## src/rtl/mipi_tx_cmd_arbiter_pkg.sv

```systemverilog
// Shared types and constants for the CSI-2 TX command arbiter.
// Holds the arbiter state encoding, the CSI-2 data-type codes used around the
// TX command port, and the short/long packet classification helper.
package mipi_tx_pkg;

  typedef enum logic [2:0] {
    ST_IDLE  = 3'd0,
    ST_HDR_V = 3'd1,
    ST_HDR_A = 3'd2,
    ST_PAY_V = 3'd3,
    ST_PAY_A = 3'd4
  } arb_state_e;

  localparam logic [5:0] DT_FS     = 6'h00;
  localparam logic [5:0] DT_FE     = 6'h01;
  localparam logic [5:0] DT_LS     = 6'h02;
  localparam logic [5:0] DT_LE     = 6'h03;
  localparam logic [5:0] DT_NULL   = 6'h10;
  localparam logic [5:0] DT_BLANK  = 6'h11;
  localparam logic [5:0] DT_RGB888 = 6'h24;
  localparam logic [5:0] DT_RAW    = 6'h2A;

  // Data types from 0x10 upwards carry a payload after the header.
  localparam logic [5:0] LONG_PKT_MIN = 6'h10;

  // Aux queue entry: {data_type[5:0], byte_count[15:0]}.
  localparam int AUX_CMD_W = 22;

  function automatic logic is_long(input logic [5:0] dt);
    return (dt >= LONG_PKT_MIN);
  endfunction

endpackage

```

## src/rtl/mipi_tx_cmd_arbiter_aux_cmd_fifo.sv

```systemverilog
// Aux command queue: synchronous FIFO with first-word-fall-through head.
// A push while full is dropped unless a pop happens in the same cycle, and a
// dropped push sets a sticky overflow flag; a new overflow beats a clear.
module aux_cmd_fifo
  import mipi_tx_pkg::*;
#(
  parameter int DEPTH = 4
) (
  input  logic                 CLK_tx,
  input  logic                 RSTn,
  input  logic                 wr,
  input  logic [AUX_CMD_W-1:0] wr_data,
  input  logic                 rd,
  input  logic                 ovf_clr,
  output logic [AUX_CMD_W-1:0] head,
  output logic                 full,
  output logic                 empty,
  output logic                 overflow
);

  localparam int AW = $clog2(DEPTH);
  localparam int CW = AW + 1;

  logic [AUX_CMD_W-1:0] mem_r [DEPTH];
  logic [AW-1:0]        wr_ptr_r;
  logic [AW-1:0]        rd_ptr_r;
  logic [CW-1:0]        count_r;
  logic                 ovf_r;
  logic                 push_s;
  logic                 pop_s;

  assign full     = (count_r == CW'(DEPTH));
  assign empty    = (count_r == {CW{1'b0}});
  assign head     = mem_r[rd_ptr_r];
  assign overflow = ovf_r;
  assign pop_s    = rd && !empty;
  assign push_s   = wr && (!full || pop_s);

  // Storage array; contents are don't-care until written, so no reset.
  always_ff @(posedge CLK_tx) begin
    if (push_s) begin
      mem_r[wr_ptr_r] <= wr_data;
    end
  end

  // Pointers and occupancy; pointer wrap relies on DEPTH being a power of two.
  always_ff @(posedge CLK_tx or negedge RSTn) begin
    if (!RSTn) begin
      wr_ptr_r <= {AW{1'b0}};
      rd_ptr_r <= {AW{1'b0}};
      count_r  <= {CW{1'b0}};
    end else begin
      if (push_s) begin
        wr_ptr_r <= wr_ptr_r + AW'(1);
      end
      if (pop_s) begin
        rd_ptr_r <= rd_ptr_r + AW'(1);
      end
      case ({push_s, pop_s})
        2'b10:   count_r <= count_r + CW'(1);
        2'b01:   count_r <= count_r - CW'(1);
        default: count_r <= count_r;
      endcase
    end
  end

  // Sticky overflow flag; a dropped push in the clear cycle keeps it set.
  always_ff @(posedge CLK_tx or negedge RSTn) begin
    if (!RSTn) begin
      ovf_r <= 1'b0;
    end else if (wr && full && !pop_s) begin
      ovf_r <= 1'b1;
    end else if (ovf_clr) begin
      ovf_r <= 1'b0;
    end else begin
      ovf_r <= ovf_r;
    end
  end

endmodule

```

## src/rtl/mipi_tx_cmd_arbiter.sv

```systemverilog
// Two-requester arbiter for the CSI-2 TX controller command port.
// Video (line/frame timing generator) wins at every packet boundary; the aux
// queue is served when video is not requesting. A grant is held for header
// plus payload, and every new header is issued from IDLE.
// Optional macro MIPI_TX_ARB_STARVE_GUARD_EN adds a starvation counter that
// forces a waiting aux entry in after STARVE_LIMIT cycles.
module mipi_tx_cmd_arbiter
  import mipi_tx_pkg::*;
#(
  parameter int          AUX_DEPTH    = 4,
  parameter logic [15:0] STARVE_LIMIT = 16'd4096
) (
  input  logic        CLK_tx,
  input  logic        RSTn,
  input  logic [5:0]  vid_data_type,
  input  logic [15:0] vid_byte_count,
  input  logic        vid_req,
  output logic        vid_ack,
  output logic        vid_payload_en,
  output logic        vid_payload_en_last,
  input  logic        aux_wr,
  input  logic [5:0]  aux_wr_data_type,
  input  logic [15:0] aux_wr_byte_count,
  output logic        aux_full,
  output logic        aux_payload_en,
  output logic        aux_payload_en_last,
  output logic        aux_overflow,
  input  logic        aux_overflow_clr,
  output logic [5:0]  Tx_cmd_data_type,
  output logic [15:0] Tx_cmd_byte_count,
  output logic        Tx_cmd_req,
  input  logic        Tx_cmd_ack,
  input  logic        Tx_payload_en,
  input  logic        Tx_payload_en_last
);

  arb_state_e           state_r;
  logic [AUX_CMD_W-1:0] aux_head_s;
  logic                 aux_empty_s;
  logic                 aux_pop_s;
  logic                 starve_hit_s;

  // The head is consumed when the TX core accepts the aux header.
  assign aux_pop_s = (state_r == ST_HDR_A) && Tx_cmd_ack;

  aux_cmd_fifo #(
    .DEPTH (AUX_DEPTH)
  ) u_aux_fifo (
    .CLK_tx   (CLK_tx),
    .RSTn     (RSTn),
    .wr       (aux_wr),
    .wr_data  ({aux_wr_data_type, aux_wr_byte_count}),
    .rd       (aux_pop_s),
    .ovf_clr  (aux_overflow_clr),
    .head     (aux_head_s),
    .full     (aux_full),
    .empty    (aux_empty_s),
    .overflow (aux_overflow)
  );

`ifdef MIPI_TX_ARB_STARVE_GUARD_EN
  logic [15:0] starve_cnt_r;
  logic        aux_waiting_s;

  assign aux_waiting_s = !aux_empty_s && (state_r != ST_HDR_A) && (state_r != ST_PAY_A);
  assign starve_hit_s  = (starve_cnt_r >= STARVE_LIMIT);

  // Count cycles a pending aux entry waits outside its own grant.
  always_ff @(posedge CLK_tx or negedge RSTn) begin
    if (!RSTn) begin
      starve_cnt_r <= 16'd0;
    end else if (aux_pop_s) begin
      starve_cnt_r <= 16'd0;
    end else if (aux_waiting_s && (starve_cnt_r < STARVE_LIMIT)) begin
      starve_cnt_r <= starve_cnt_r + 16'd1;
    end else begin
      starve_cnt_r <= starve_cnt_r;
    end
  end
`else
  // Strict video priority: the limit only matters when the guard is built in.
  assign starve_hit_s = 1'b0 & (STARVE_LIMIT == 16'hFFFF);
`endif

  // Grant state machine: pick at IDLE, hold through header and payload.
  always_ff @(posedge CLK_tx or negedge RSTn) begin
    if (!RSTn) begin
      state_r <= ST_IDLE;
    end else begin
      case (state_r)
        ST_IDLE: begin
          if (starve_hit_s && !aux_empty_s) begin
            state_r <= ST_HDR_A;
          end else if (vid_req) begin
            state_r <= ST_HDR_V;
          end else if (!aux_empty_s) begin
            state_r <= ST_HDR_A;
          end else begin
            state_r <= ST_IDLE;
          end
        end
        ST_HDR_V: begin
          if (!vid_req) begin
            state_r <= ST_IDLE;
          end else if (Tx_cmd_ack) begin
            state_r <= is_long(vid_data_type) ? ST_PAY_V : ST_IDLE;
          end else begin
            state_r <= ST_HDR_V;
          end
        end
        ST_HDR_A: begin
          if (Tx_cmd_ack) begin
            state_r <= is_long(aux_head_s[21:16]) ? ST_PAY_A : ST_IDLE;
          end else begin
            state_r <= ST_HDR_A;
          end
        end
        ST_PAY_V, ST_PAY_A: begin
          if (Tx_payload_en_last) begin
            state_r <= ST_IDLE;
          end else begin
            state_r <= state_r;
          end
        end
        default: state_r <= ST_IDLE;
      endcase
    end
  end

  // Zero-latency routing of command fields, acks and payload strobes.
  always_comb begin
    Tx_cmd_req          = 1'b0;
    Tx_cmd_data_type    = 6'h00;
    Tx_cmd_byte_count   = 16'h0000;
    vid_ack             = 1'b0;
    vid_payload_en      = 1'b0;
    vid_payload_en_last = 1'b0;
    aux_payload_en      = 1'b0;
    aux_payload_en_last = 1'b0;
    case (state_r)
      ST_HDR_V: begin
        Tx_cmd_req        = vid_req;
        Tx_cmd_data_type  = vid_data_type;
        Tx_cmd_byte_count = vid_byte_count;
        vid_ack           = vid_req & Tx_cmd_ack;
      end
      ST_HDR_A: begin
        Tx_cmd_req        = 1'b1;
        Tx_cmd_data_type  = aux_head_s[21:16];
        Tx_cmd_byte_count = aux_head_s[15:0];
      end
      ST_PAY_V: begin
        vid_payload_en      = Tx_payload_en;
        vid_payload_en_last = Tx_payload_en_last;
      end
      ST_PAY_A: begin
        aux_payload_en      = Tx_payload_en;
        aux_payload_en_last = Tx_payload_en_last;
      end
      default: begin
        Tx_cmd_req = 1'b0;
      end
    endcase
  end

endmodule

```

## config.mk

```make
export PLATFORM = sky130hd
export DESIGN_NAME = mipi_tx_cmd_arbiter
export DESIGN_NICKNAME = d
export VERILOG_FILES = /design/src/rtl/mipi_tx_cmd_arbiter_pkg.sv /design/src/rtl/mipi_tx_cmd_arbiter_aux_cmd_fifo.sv /design/src/rtl/mipi_tx_cmd_arbiter.sv
export SDC_FILE = /design/constraint.sdc
export NUM_CORES = 1
export LEC_CHECK = 0
export CAP_MARGIN = 20
export CORE_ASPECT_RATIO = 0.6
export CORE_MARGIN = 5
export CORE_UTILIZATION = 25
export DETAILED_ROUTE_END_ITERATION = 16
export HOLD_SLACK_MARGIN = 0.05
export PLACE_DENSITY = 0.45
export SLEW_MARGIN = 20
export SYNTH_ARGS = -nofsm -noshare
export SYNTH_HDL_FRONTEND = slang
export SYNTH_SLANG_ARGS = --single-unit
```

## constraint.sdc

```tcl
create_clock -name CLK_tx -period 2.1 [get_ports CLK_tx]
set_input_delay 0.315 -clock CLK_tx [delete_from_list [all_inputs] [get_ports CLK_tx]]
set_output_delay 0.315 -clock CLK_tx [all_outputs]
set_load 0.005 [all_outputs]
```

==> results.txt <==
----------------------------------------------------
[Synth]
  Avg Inst Size Synth ... 18.68 sq um
  Count of warnings emitted by yosys ... 0
  Number of synthesized register bits ... 99
  Dominant cell by count in the synthesized netlist ... sky130_fd_sc_hd__edfxtp_1
  Share of synthesized flip-flops with an asynchronous set or reset ... 11.11%
  Dominant register cell in the synthesized netlist ... sky130_fd_sc_hd__edfxtp_1
  Synth top area cells ... sky130_fd_sc_hd__edfxtp_1, sky130_fd_sc_hd__mux4_2, sky130_fd_sc_hd__dfrtp_1, sky130_fd_sc_hd__a22o_1, sky130_fd_sc_hd__mux4_1
  Number of flops mapped to enable cells by yosys ... 88
  Commonest cells post-synth ... sky130_fd_sc_hd__edfxtp_1, sky130_fd_sc_hd__a22o_1, sky130_fd_sc_hd__mux4_2
  Post-synthesis cell type count ... 40
  Sequential cell area fraction in the yosys report ... 69.12%
  Syn Nets ... about 280
  Area share of the largest cell type after synthesis ... 62.60%
  Post-synthesis cell type with the largest combined area ... sky130_fd_sc_hd__edfxtp_1
  Cell count after synthesis ... roughly 230
  Summed instance area of the synthesized netlist ... ~4200 sq um

[GRT]
  Met3 Usage GRT ... 3.885%
  Met2 Track Usage GR ... 15.39%
  Via count of the first global-routing pass ... about 2700
  Met1 track utilization from global routing ... around 16%
  Antenna violations before repair ... 0
  Wire length of the first global-routing pass ... around 16000 microns
  Most crowded layer after global routing ... met1
  Maximum number of pins on one net before global-route repair ... 24
  GRT Overall Usage ... a little over a tenth
  GRT Residual Overflow ... 0

[Floorplan]
  DIE WIDTH ... about 180 microns
  IO Count ... between 80 and 90
  Area of the die ... just under 20000 sq um
  Area of the core ... 16400 sq um
  Number of core rows ... 36
  Initial core utilization ... roughly a quarter
  Height of the chip ... 110.7 microns

[Setup path]
  R2R Setup Slk ... about 70 ps
  Worst reg-to-reg path cell count ... 9
  Critical path origin ... u_aux_fifo.rd_ptr_r[0]
  Startpoint class of the critical path ... flop
  Sort of element at the end of the critical path ... output port
  Dominant delay contributor by cell family on the critical path ... multiplexers
  Worst Path Buf+Inv ... 3
  Worst Path Required ... approximately 1800 ps
  Delay of the slowest critical-path stage ... around 540 ps
  Endpoint of the worst register-to-register path ... u_aux_fifo.count_r[1]
  Category of the critical setup timing path ... reg -> out
  Critical Path Fanout Max ... 5
  Critical register-to-register path startpoint ... state_r[2]
  Cell chain of the critical path ... buf_6, buf_12, mux4_2, a22o_1, buf_2
  Highest-delay cell along the critical path ... sky130_fd_sc_hd__mux4_2
  CP Data Arrival Time ... 1870 ps

[Pwr]
  Switching Power ... 2.421 mW
  Sequential cell fraction of total power ... 36.1%
  Internal ... ~5.3 mW
  Portion of total power attributed to the clock network ... 20.8%
  Power, Total ... between 7 and 8 mW
  Fraction of power spent switching nets ... approximately 31%
  Power per cell area ... ~1300 nW/um^2
  Worst ir drop on vdd ... about 0.56 mV
  Combinational fraction of design power ... a little over two fifths
  Static leakage power ... roughly 2.2 nW

[Layout]
  Layout net count ... between 400 and 500
  Fillers ... roughly 1600
  Count of inserted antenna diode cells ... 0
  Count of placed standard cells in the final layout, fillers left out ... 586
  Signed area change from the synthesized netlist to the final layout ... 41.61%
  Core occupancy in the finished layout ... 36.46%
  Fraction of final layout cells with drive strength greater than 1 ... 34.64%
  Post-route cell area ... between 5000 and 6000 sq um

[Placement]
  Setup WS pre-CTS ... -112.1 ps
  Number of instances in the placed design ... between 500 and 600
  Placement Cell Area ... roughly 5600 sq um
  RePlAce Congestion ... between 0.7 and 0.8
  Placed wire-length estimate after detailed placement ... 7210 microns
  IO buf count ... 81

[Status]
  Violations in the final reports ... setup timing
  Result of the run ... complete, but fails checks

[Drt]
  Ratio of routed vias to standard cells ... around 4.3
  Number of design-rule violations left by the first detailed-router iteration ... approximately 160
  DR DRC count ... 0
  Total via count in the routed design ... between 2000 and 3000
  Wire length per cell after detailed routing ... 17.76 microns
  Drt total wl ... between 10000 and 15000 microns
  Final ANT Viol Nets ... 0
  Router iterations before antenna repair ... 4

[STA]
  Number of setup violations in the final report ... 17
  Hold violation total from the final report ... 0
  Post-layout minimum cycle time ... 2187 ps
  Max-slew headroom ... a little under three fifths
  Post-route worst hold slack ... between 300 and 400 ps
  Slew at the pin with the worst max-slew slack ... roughly 640 ps
  Total count of max-transition violations in the final report ... 0
  Final-layout setup total negative slack ... -747.9 ps
  Final Skew ... 9.316 ps
  Highest clock rate ... 457.2 MHz
  Final period utilization ... 104.1%
  Unrepaired setup endpoints after global routing ... yes
  Crit path setup slack, layout ... -87.05 ps

[Hold path]
  Class of the tightest hold or removal check ... in -> async

[Flow run]
  Number of max-cap violations ... 0

[Clock network]
  Max clock buf depth ... 2
  Worst-skew pair later-pin latency ... approximately 350 ps
  TritonCTS buffer count ... 9
  Clock H-tree levels ... 3
  Cell at the root of the clock tree ... sky130_fd_sc_hd__clkbuf_16
  Number of sinks driven by the clock tree ... 99
  TritonCTS clock tree ... done
  Clock transition at path regs ... approximately 70 ps

----------------------------------------------------
[cell usage in the layout (no fill, tap or decap), types with 3 or more instances in the layout]
| cell | netlist | routed |
|---|---|---|
| sky130_fd_sc_hd__ha_1 | 4 | 4 |
| sky130_fd_sc_hd__and2_1 | 5 | 4 |
| sky130_fd_sc_hd__nand2_1 | 6 | 5 |
| sky130_fd_sc_hd__a22o_1 | 22 | 22 |
| sky130_fd_sc_hd__clkbuf_16 | 0 | 9 |
| sky130_fd_sc_hd__clkdlybuf4s50_1 | 0 | 53 |
| sky130_fd_sc_hd__buf_6 | 3 | 11 |
| sky130_fd_sc_hd__buf_2 | 6 | 22 |
| sky130_fd_sc_hd__xnor2_1 | 3 | 3 |
| sky130_fd_sc_hd__buf_12 | 2 | 9 |
| sky130_fd_sc_hd__dlygate4sd2_1 | 0 | 4 |
| sky130_fd_sc_hd__edfxtp_1 | 88 | 88 |
| sky130_fd_sc_hd__nand3_1 | 4 | 4 |
| sky130_fd_sc_hd__dfrtp_1 | 11 | 9 |
| sky130_fd_sc_hd__a21oi_1 | 4 | 3 |
| sky130_fd_sc_hd__mux4_2 | 19 | 22 |
| sky130_fd_sc_hd__buf_4 | 1 | 26 |
| sky130_fd_sc_hd__inv_1 | 7 | 7 |
| sky130_fd_sc_hd__and3_1 | 4 | 4 |
| sky130_fd_sc_hd__nand3b_1 | 3 | 3 |
[logic make-up (layout without fill, tap and decap cells)]
family          after synthesis  count (layout)  share of synthesized area, %
compound gates               37              37                         6.906
xor+xnor                      4               4                        0.8300
fa+ha+maj                     5               5                         1.660
buf+inv                      20             152                         3.349
flops                        99              99                         69.12
mux                          24              24                         12.51
simple gates                 37              37                         5.631
[power groups by stage]
| stage | sequential [mW] | combinational, mW | clock (mW) |
|---|---|---|---|
| after detailed placement | 2.86 | 3.16 | 0 |
| after global placement | 2.84 | 3.17 | 0 |
| after global routing | 2.84 | 3.63 | 1.75 |
| after CTS | 2.79 | 3.33 | 1.65 |
| after floorplan | 2.77 | 1.71 | 0 |
| final | 2.80 | 3.33 | 1.61 |
[area by class of cell]
| class | count | area, sq um | share of cell area, % |
|---|---|---|---|
| clock buffers | 9 | 225.2 | 3.767 |
| clock inverters | 7 | 71.32 | 1.193 |
| inverters | 7 | 26.28 | 0.4395 |
| multi-input cells | 107 | 1207 | 20.20 |
| flip-flops and latches | 99 | 2920 | 48.85 |
| well taps | 228 | 285.3 | 4.772 |
| repair buffers | 129 | 1242 | 20.78 |
[registers in the layout (all words and copies together), names as in the netlist]
signal and flops:
state_r 3, u_aux_fifo.count_r 3, u_aux_fifo.mem_r 88, u_aux_fifo.overflow 1, u_aux_fifo.rd_ptr_r 2, u_aux_fifo.wr_ptr_r 2
[worst max path at each step]
stage	end	slack [ps]	depth (start not counted)
4_1_cts	Tx_cmd_byte_count[11]	-120	5
6_report	Tx_cmd_byte_count[12]	-90	5
3_3_place_gp	Tx_cmd_byte_count[11]	-90	4
3_5_place_dp	u_aux_fifo.count_r[2]	-110	8
5_1_grt	Tx_cmd_byte_count[12]	-160	5
2_1_floorplan	u_aux_fifo.mem_r[0][0]	120	4
[repair_timing]
item / in CTS / in global routing
setup buffers: 11 / 4
cloned: 1 / 0
resized for setup: 113 / 12
hold buffers: 0 / 0
endpoints found under the setup margin: 26 / 38
pin swaps: 23 / 27
[per-layer routing]
metal  share of wire, %  up-vias
li1                   -     1173
met1                 51     1247
met2                 42       74
met3                6.3       11
met4               0.82        0
met5                  0        -
No activity file was read; power rests on OpenSTA's default activity.
